[src/rtl/relay_frame_ctrl.sv]
// Frame capture controller: collects decoded bits into a right-aligned frame with idle timeout.
// Optional trailing parity bit check enabled by defining RELAY_FRAME_CTRL_PARITY_EN.
module relay_frame_ctrl #(
  parameter int TIMEOUT_CYCLES = 1024
) (
  input  logic        clk,
  input  logic        reset,
  input  logic        start,
  input  logic        abort,
  input  logic        mode_sel,
  input  logic [3:0]  frame_len,
  input  logic        frame_ack,
  input  logic [3:0]  dec_data,
  input  logic        dec_avail,
  output logic        dec_reset,
  output logic        dec_mode,
  output logic [15:0] frame_data,
  output logic        frame_valid,
  output logic        timeout_err,
  output logic        parity_err,
  output logic        busy
);

  localparam int IW = $clog2(TIMEOUT_CYCLES + 1);
  localparam logic [IW-1:0] TO_VAL = IW'(TIMEOUT_CYCLES);

  typedef enum logic [1:0] {S_IDLE, S_RECEIVE, S_DONE, S_ERROR} state_e;

  state_e        state_q, state_d;
  logic          mode_q, mode_d;
  logic [3:0]    len_q, len_d;
  logic [15:0]   data_q, data_d;
  logic [4:0]    cnt_q, cnt_d;
  logic [IW-1:0] idle_q, idle_d;
  logic [4:0]    len_eff;
  logic [IW-1:0] idle_inc;
  logic          bit_in;
`ifdef RELAY_FRAME_CTRL_PARITY_EN
  logic          par_q, par_d;
  logic          perr_q, perr_d;
`endif

  assign len_eff  = (len_q == 4'd0) ? 5'd16 : {1'b0, len_q};
  assign idle_inc = idle_q + IW'(1);
  assign bit_in   = |dec_data;

  always_comb begin
    state_d = state_q;
    mode_d  = mode_q;
    len_d   = len_q;
    data_d  = data_q;
    cnt_d   = cnt_q;
    idle_d  = idle_q;
`ifdef RELAY_FRAME_CTRL_PARITY_EN
    par_d   = par_q;
    perr_d  = perr_q;
`endif
    case (state_q)
      S_IDLE: begin
        if (start) begin
          state_d = S_RECEIVE;
          mode_d  = mode_sel;
          len_d   = frame_len;
          data_d  = '0;
          cnt_d   = '0;
          idle_d  = '0;
`ifdef RELAY_FRAME_CTRL_PARITY_EN
          par_d   = 1'b0;
          perr_d  = 1'b0;
`endif
        end
      end
      S_RECEIVE: begin
        // A bit arriving on the timeout cycle wins over the timeout.
        if (dec_avail) begin
          idle_d = '0;
`ifdef RELAY_FRAME_CTRL_PARITY_EN
          if (cnt_q == len_eff) begin
            perr_d  = par_q ^ bit_in;
            state_d = S_DONE;
          end else begin
            data_d = {data_q[14:0], bit_in};
            cnt_d  = cnt_q + 5'd1;
            par_d  = par_q ^ bit_in;
          end
`else
          data_d = {data_q[14:0], bit_in};
          cnt_d  = cnt_q + 5'd1;
          if (cnt_q + 5'd1 == len_eff) state_d = S_DONE;
`endif
        end else begin
          idle_d = idle_inc;
          if (idle_inc == TO_VAL) state_d = S_ERROR;
        end
      end
      S_DONE, S_ERROR: begin
        if (frame_ack) state_d = S_IDLE;
      end
      default: state_d = S_IDLE;
    endcase
    if (abort) begin
      state_d = S_IDLE;
`ifdef RELAY_FRAME_CTRL_PARITY_EN
      perr_d  = 1'b0;
`endif
    end
  end

  always_ff @(posedge clk or negedge reset) begin
    if (!reset) begin
      state_q <= S_IDLE;
      mode_q  <= 1'b0;
      len_q   <= '0;
      data_q  <= '0;
      cnt_q   <= '0;
      idle_q  <= '0;
`ifdef RELAY_FRAME_CTRL_PARITY_EN
      par_q   <= 1'b0;
      perr_q  <= 1'b0;
`endif
    end else begin
      state_q <= state_d;
      mode_q  <= mode_d;
      len_q   <= len_d;
      data_q  <= data_d;
      cnt_q   <= cnt_d;
      idle_q  <= idle_d;
`ifdef RELAY_FRAME_CTRL_PARITY_EN
      par_q   <= par_d;
      perr_q  <= perr_d;
`endif
    end
  end

  assign dec_reset   = (state_q != S_RECEIVE);
  assign dec_mode    = mode_q;
  assign frame_data  = data_q;
  assign frame_valid = (state_q == S_DONE);
  assign timeout_err = (state_q == S_ERROR);
  assign busy        = (state_q != S_IDLE);
`ifdef RELAY_FRAME_CTRL_PARITY_EN
  assign parity_err  = perr_q & (state_q == S_DONE);
`else
  assign parity_err  = 1'b0;
`endif

endmodule
[config.mk]
export PLATFORM = sky130hd
export DESIGN_NAME = relay_frame_ctrl
export DESIGN_NICKNAME = d
export VERILOG_FILES = /design/src/rtl/relay_frame_ctrl.sv
export SDC_FILE = /design/constraint.sdc
export NUM_CORES = 1
export LEC_CHECK = 0
export BUFFER_PORTS_ARGS = -buffer_cell sky130_fd_sc_hd__buf_4
export CORE_UTILIZATION = 29
export CTS_BUF_LIST = sky130_fd_sc_hd__clkbuf_4 sky130_fd_sc_hd__clkbuf_8
export CTS_CLUSTER_DIAMETER = 200
export DETAILED_ROUTE_END_ITERATION = 10
export SYNTH_ARGS = -nofsm -noshare
export SYNTH_HDL_FRONTEND = slang
export SYNTH_SLANG_ARGS = --single-unit
[constraint.sdc]
create_clock -name clk -period 1.97 [get_ports clk]
set_clock_uncertainty 0.1 [all_clocks]
set_input_delay 0.197 -clock clk [delete_from_list [all_inputs] [get_ports clk]]
set_output_delay 0.197 -clock clk [all_outputs]
set_load 0.01 [all_outputs]
Word-level counts from Yosys, hierarchy flattened:

Cells that the tools add are included.

* register bits: 39
* latch bits: 0
* RAM bits: 0
* memory bits (read-only): 0
* input port bits: 15
* output and inout bits: 22
* word-level logic and storage cells: 47
* memories kept: 0

* $add $sub $neg: 2
* multiply operators: 0
* div/mod/pow operators: 0
* order comparisons: 0
* equality and inequality tests: 12
* shift-type cells: 0
* muxes and demuxes: 17
* bitwise operators: 0
* reductions and logical operators: 10

Operator list (count)
* 2-to-1 mux 16 bit: 2
* one-hot mux 16 bit (2 select lines): 1
* 2-to-1 mux 11 bit: 2
* one-hot mux 11 bit (2 select lines): 1
* 2-to-1 mux 5 bit: 3
* 2-to-1 mux 2 bit: 6
* adder 11 x 1 -> 11 bit, second input constant: 1
* equality test 11 bit, second input constant: 1
* one-hot mux 5 bit (2 select lines): 1
* inequality test 4 bit, second input constant: 2
* inequality test 3 bit, second input constant: 2
* one-hot mux 2 bit (3 select lines): 1
* adder 5 x 1 -> 5 bit, second input constant: 1
* equality test 5 bit: 1
* equality test 2 bit, second input constant: 2
* logical NOT 4 bit: 1
* inequality test 2 bit, second input constant: 2
* AND reduction 2 bit: 2
* AND reduction 4 bit: 1
* nonzero test 2 bit: 2
* OR reduction 4 bit: 1
* AND reduction 3 bit: 1
* equality test 2 x 1 -> 1 bit, second input constant: 1
* logical NOT 2 bit: 1
* 2 further kinds: 2

Depth between registers and ports, before layout:

Gate-level depths: netlist of the first run.

* depth after elaboration: 7
* mapped depth: 6

Least setup slack after synthesis of the first run:

OpenSTA, ideal clock, no wires.

* kind: reg-to-reg
* start point: register idle_q[0]
* end point: register state_q[0]
* setup time: 129 ps
* arrival time: 1699 ps
* required time: 1741 ps
* path slack: 43 ps
* stages on the path, launching flop included: 7
* period minus slack after synthesis: 1927 ps
* cells stage by stage: dfrtp_1 -> ha_1 -> nand4_1 -> nand4_1 -> a2111o_1 -> a211oi_2 -> o22ai_1

* cells in the longest elaborated chain, start to end: 4

Ends and longest elaborated chain
* start, declared: RTL line 34 `logic [IW-1:0] idle_q, idle_d;`
* start signal, assigned: RTL line 127 `idle_q <= idle_d;`
* adder 11 x 1 -> 11 bit: RTL line 44 `assign idle_inc = idle_q + IW'(1);`
* equality test 11 bit: RTL line 93 `if (idle_inc == TO_VAL) state_d = S_ERROR;`
* inequality test 4 bit (no line)
* AND reduction 4 bit (no line)
* end signal, assigned: RTL line 122 `state_q <= state_d;`
* end, declared: RTL line 29 `state_e state_q, state_d;`

No other way between the ends.
A chain may end at the register's enable or synchronous reset.

Worst setup path in the final report of the first run:

Same ends and word-level chain as after synthesis.

==> flow_metrics.tcl, run 1 <==
set metrics [dict create \
    detailroute.wirelength.met2_um 1953 \
    cpPeakStageDelay_ps 440 \
    cp_num_buf_inv 0 \
    yosys.cell_types.count 38 \
    ys_ff_latch 39 \
    fin_crit_ps 1859 \
    numClockSinks 39 \
    numCtsBuffers 5 \
    synth_area_um2 1939 \
    antenna_found_initial 0 \
    cp-start-kind "flop" \
    synth_edf_count 0 \
    core_um2 6386 \
    max_freq_mhz 538.0 \
    die-width_um 83.78 \
    num_rows 29 \
    synthCells 206 \
    ff_latch_area_um2 975.9 \
    slew_headroom_pct 66.60 \
    wl_per_cell_um 12.40 \
    start_util_pct 30.37 \
    path_max_fanout 3 \
    num_antenna_cells 0 \
    drtIter0Drc 37 \
    worstSetupEndpointType "flop" \
    p_leak_uw 0.001158 \
    final_cell_mix "45 x buf_4, 40 x nand2_1, 39 x dfrtp_1" \
    cts_tree "yes" \
    routed_wl_um 4106 \
    vias 1632 \
    path_clk_slew_ps 80 \
    worst_pin_slew_ps 501.0 \
    grt_max_degree 40 \
    io_pins 37 \
    postCtsSetupBuffers 0 \
    drc_errors 0 \
    cts_root_buffer "clkbuf_8" \
    grt_pass1_wl_um 7348 \
    ys_seq_area_share_pct 50.32 \
    finalSetupViolations 0 \
    wl_met1_um 1977 \
    area_growth_pct 27.81 \
    die_y_um 83.78 \
    cp_data_arrival_time_ps 1930 \
    async_reset_ff_share_pct 100.0 \
    avgSynthCellArea_um2 9.414 \
    n_fill_cell 656 \
    max_cap_violations 0 \
    layout.nets 270 \
    drv_slew 0 \
    p_per_area_nw_per_um2 990.4 \
    rsz0062_at_grt "false" \
    cp_cell_sequence "ha_1 -> nand4_1 -> nand4_1 -> a2111o_1 -> a211oi_2 -> o22ai_1" \
    grt-ovfl-total 0 \
    multiInputGateArea_um2 920.9 \
    fin_setup_tns_ps 0 \
    period_share_pct 94.35 \
    irDropWorstVdd_mv 0.5623 \
    hold_slack_ps 39.90 \
    layout-drive-gt1-share_pct 25.20 \
    clk_path_buf_depth 2 \
    crit_type "flop to flop" \
    h-tree-depth 2 \
    synth-main-ff-cell "dfrtp_1" \
    ant_nets 0 \
    grt_pass1_vias 1597 \
    die-area_um2 7018 \
    ys_warn_count 0 \
    drtPass1Iterations 4 \
    crit_family "compound AO/OA/AOI/OAI gates" \
    wl_met3_um 144 \
    portBuffers 35 \
    syn-num-nets 223 \
    status "completed" \
    clkLatencyLatePin_ps 290 \
    gp_congestion 0.7916 \
    cp_data_required_time_ps 2040 \
    final_common_cell "buf_4" \
    via_per_inst 4.931 \
    hold_viol_final 0 \
    top_layer "met4" \
    hold_path_class "input port to flop" \
    cp_slowest_cell "a2111o_1" \
    dpl.hpwl_um 2889 \
    cp_common_cell "nand4_1" \
    grt_use_total_pct 12.67 \
]
-- registers in the layout, summed over array words and instances (netlist names) --
| name | cells |
|---|---|
| len_q | 4 |
| idle_q | 11 |
| state_q | 2 |
| dec_mode | 1 |
| cnt_q | 5 |
| frame_data | 16 |
-- final timing paths --
| path | end | depth (start not counted) | startpoint | slack (ps) |
|---|---|---|---|---|
| setup / recovery | state_q[0] | 6 | idle_q[0] | 110 |
| hold / removal | len_q[0] | 2 | frame_len[0] | 40 |
| setup reg to reg | state_q[0] | 6 | idle_q[0] | 110 |
| hold reg to reg | idle_q[0] | 1 | idle_q[0] | 410 |
| max in group asynchronous | idle_q[6] | 2 | reset | 1100 |
| min in group asynchronous | frame_data[10] | 2 | reset | 310 |
-- through the flow --
step                utilization [%]  setup slack [ps]  instance area [um2]  std cells  total power [uW]
floorplan                         -             42.55                 1939        206              1499
global placement              36.70             145.9                 2344        321              1797
detailed placement            36.70             111.4                 2344        321              1806
CTS                           38.77             85.90                 2476        331              2491
global route                  38.81             5.647                 2479        331              2621
finish                        38.81             111.3                 2479        331              2455
-- synth_stat cells (2+ instances only) --
library cell   n  area share (%)
nand2_1       40             7.7
dfrtp_1       39              50
o21ai_0       35             9.0
nor2_1        14             2.7
clkbuf_1       6             1.2
nand4_1        6             1.9
a22o_1         5             2.3
and3_1         5             1.6
mux2_2         5             2.9
inv_1          4            0.77
nand3_1        4             1.0
xnor2_1        4             1.8
a31oi_1        3            0.97
nor4_1         3            0.97
o31ai_1        3             1.2
xor2_1         3             1.4
a21oi_1        2            0.52
and2_1         2            0.65
ha_1           2             1.3
or2_2          2            0.65
xnor3_1        2             2.3
-- per-layer routing --
layer	global-route usage, %	up-vias
li1	-	822
met1	17.18	775
met2	20.10	30
met3	2.770	5
met4	4.160	0
met5	0	-
-- kinds of logic after synthesis --
family                     count (synthesis)  share of synthesized area, %
AOI/OAI and AO/OA                         57                         18.00
other                                      1                        0.1934
adders and majority gates                  2                         1.290
DFF                                       39                         50.32
buffers and inverters                     11                         2.322
xor gates and xnor gates                   9                         5.484
and+or+nand+nor                           82                         19.48
muxes                                      5                         2.903
-- timing repair --
item | CTS | global route
gates resized for setup | 0 | 1
endpoints found under the hold margin | 40 | 0
setup endpoints to repair | 0 | 1
hold buffers | 2 | 0
-- worst reg2reg max path, cell delays in order, from the launching register on --
cell	delay (ps)
dfrtp_1	400
ha_1	220
nand4_1	110
nand4_1	120
a2111o_1	440
a211oi_2	230
o22ai_1	120
-- layout make-up --
type                            instances  area share, %
Timing Repair Buffer                   47          14.44
Clock buffer                            5          2.776
Multi-Input combinational cell        156          37.15
Inverter                                4         0.6058
Sequential cell                        39          39.37
Clock inverter                          3          1.767
Tap cell                               77          3.887
-- where the power goes --
group	total (uW)	switching, uW	internal [uW]
combinational	725	360	365
clock	669	291	377
sequential	1060	128	934
No activity file was read; power rests on OpenSTA's default activity.
==> run 2, diff against run 1 <==
ABC_AREA = 1   (was unset)
clock period = 2.1 ns   (was 1.97 ns; I/O delays follow)
==> run 2 against run 1 <==
  * Count of clock-buffer cells in the layout is the same
  * Flip-flop and latch count did not move
  * Die area up 5.8%
  * Setup slack gained 180 ps
  * Wire length increased by 11%
  * Sequential share of layout area is 0.99 points lower
  * Largest cell class unchanged
  * Largest power group unchanged
  * Highest routed layer unchanged
==> flow_metrics.tcl, run 2 <==
set metrics [dict create \
    cp_common_cell "nand2_1" \
    synthCells 262 \
    cp_cell_sequence "ha_1 -> inv_1 -> nand2_1 -> nand2_1 -> nand2_1 -> nand2_1 -> nor2_1 -> nand3_1 -> nand2_1 -> inv_1 -> nand2_2 -> nand2_1 -> nand2_1 -> nand2_1" \
    cp_num_buf_inv 2 \
    rsz0062_at_grt "false" \
    async_reset_ff_share_pct 100.0 \
    portBuffers 35 \
    area_growth_pct 23.75 \
    io_pins 37 \
    numClockSinks 39 \
    via_per_inst 4.544 \
    grt_use_total_pct 13.61 \
    synth_area_um2 2054 \
    grt_pass1_wl_um 7962 \
    layout-drive-gt1-share_pct 21.12 \
    p_leak_uw 0.001210 \
    max_cap_violations 0 \
    layout.nets 319 \
    cp-start-kind "flop" \
    finalPower_uw 2515 \
    num_antenna_cells 0 \
    ys_ff_latch 39 \
    status "completed" \
    wl_per_cell_um 11.45 \
    gp_congestion 0.8299 \
    hold_viol_final 0 \
    yosys.cell_types.count 29 \
    grt_pass1_vias 1675 \
    ys_warn_count 0 \
    timing.final.ws_setup_ps 294.5 \
    period_share_pct 85.97 \
    cp_data_arrival_time_ps 1890 \
    synth_area_leaders "dfrtp_1 48%, nand2_1 13%, inv_1 6.9%" \
    final_cell_mix "72 x nand2_1, 39 x dfrtp_1, 38 x inv_1" \
    path_max_fanout 8 \
    fin_crit_ps 1805 \
    die-area_um2 7425 \
    synth_edf_count 0 \
    cts_tree "yes" \
    vias 1813 \
    cp_data_required_time_ps 2180 \
    drv_slew 0 \
    final_common_cell "nand2_1" \
    synthTopCellsByCount "72 x nand2_1, 39 x dfrtp_1, 38 x inv_1, 27 x nand3_1, 13 x o21ai_0" \
    irDropWorstVdd_mv 0.3629 \
    p_per_area_nw_per_um2 989.0 \
    avgSynthCellArea_um2 7.841 \
    die_y_um 86.17 \
    yosysMostFrequentCell "nand2_1" \
    synth_top_cell_by_area "dfrtp_1" \
    ant_nets 0 \
    path_clk_slew_ps 80 \
    dpl.cell_count 390 \
    finalSetupViolations 0 \
    cpPeakStageDelay_ps 480 \
    synth_top_area_share_pct 47.50 \
    antenna_found_initial 0 \
    routed_wl_um 4569 \
    h-tree-depth 2 \
    crit_type "flop to flop" \
    place_ws_ps 300.2 \
    max_freq_mhz 553.9 \
    cp_slowest_cell "dfrtp_1" \
    drtPass1Iterations 4 \
    die-width_um 86.17 \
    worstSetupEndpointType "flop" \
    crit_family "simple AND/OR/NAND/NOR gates" \
    drtIter0Drc 91 \
    ys_seq_area_share_pct 47.50 \
    fin_setup_tns_ps 0 \
    rrSetupSlack_ps 290 \
    numCtsBuffers 5 \
    clk_path_buf_depth 2 \
    core_um2 6832 \
    n_fill_cell 753 \
    grt_max_degree 40 \
    num_rows 30 \
    drc_errors 0 \
    cts_root_buffer "clkbuf_8" \
    syn-num-nets 279 \
    grt-ovfl-total 0 \
    cts_resized 0 \
    postCtsSetupBuffers 0 \
    fin_cells 399 \
    clkLatencyLatePin_ps 300 \
    largest_register_ffs 16 \
    dpl.hpwl_um 3402 \
    start_util_pct 30.07 \
    synth-main-ff-cell "dfrtp_1" \
    hold_path_class "input port to flop" \
]
[run 2: metal layers]
| metal | track usage [%] | up-vias | wire length [um] |
|---|---|---|---|
| met3 | 3.905 | 5 | 218 |
| li1 | - | 929 | - |
| met5 | 0 | - | 0 |
| met4 | 4.091 | 0 | 55 |
| met1 | 18.01 | 840 | 2104 |
| met2 | 21.65 | 39 | 2191 |
[run 2: stage by stage]
stage               instance area, um2  hold WS [ps]  util, %
finish                            2542         16.48    37.22
global placement                  2417         121.8    35.38
floorplan                         2054        -185.6        -
global route                      2542         28.15    37.22
detailed placement                2417         124.4    35.38
CTS                               2542         12.31    37.22
[run 2: path summary, 6_finish.rpt]
path	start	cells after the start	to
setup / recovery	cnt_q[0]	14	state_q[0]
hold / removal	frame_len[2]	3	len_q[2]
setup reg to reg	cnt_q[0]	14	state_q[0]
hold reg to reg	dec_mode	1	dec_mode
max in group asynchronous	reset	2	state_q[0]
min in group asynchronous	reset	2	frame_data[12]
[run 2: where the power goes]
| group | total [uW] | switching (uW) | leakage [uW] | internal, uW |
|---|---|---|---|---|
| Combinational | 869 | 560 | 0.000626 | 308 |
| Sequential | 993 | 119 | 0.000529 | 874 |
| Clock | 653 | 295 | 0.0000548 | 358 |
| Total | 2510 | 974 | 0.00121 | 1540 |
[run 2: what timing repair did]
| item | 4_1_cts | 5_1_grt |
|---|---|---|
| hold buffers | 1 | 0 |
| endpoints found under the setup margin | 0 | 0 |
| endpoints found under the hold margin | 39 | 0 |
[run 2: kinds of logic after synthesis]
kind of cell,share of synthesized area [%]
other,0.1825
adders and majority gates,1.218
buffers and inverters,9.561
and+or+nand+nor,29.54
AOI/OAI and AO/OA,11.45
muxes,0.5481
DFF,47.50
[run 2: final cells by class]
type                            count  area (um2)  share of cell area [%]
Clock inverter                      3       46.29                   1.821
Timing Repair Buffer               38       287.8                   11.32
Sequential cell                    39       975.9                   38.39
Multi-Input combinational cell    175       882.1                   34.69
Tap cell                           96       120.1                   4.724
Inverter                           43       161.4                   6.348
Clock buffer                        5       68.82                   2.707
[run 2: tightest hold or removal path, cell delays in order]
cell	delay, ps
buf_4	70
nand2_1	40
o21ai_0	50
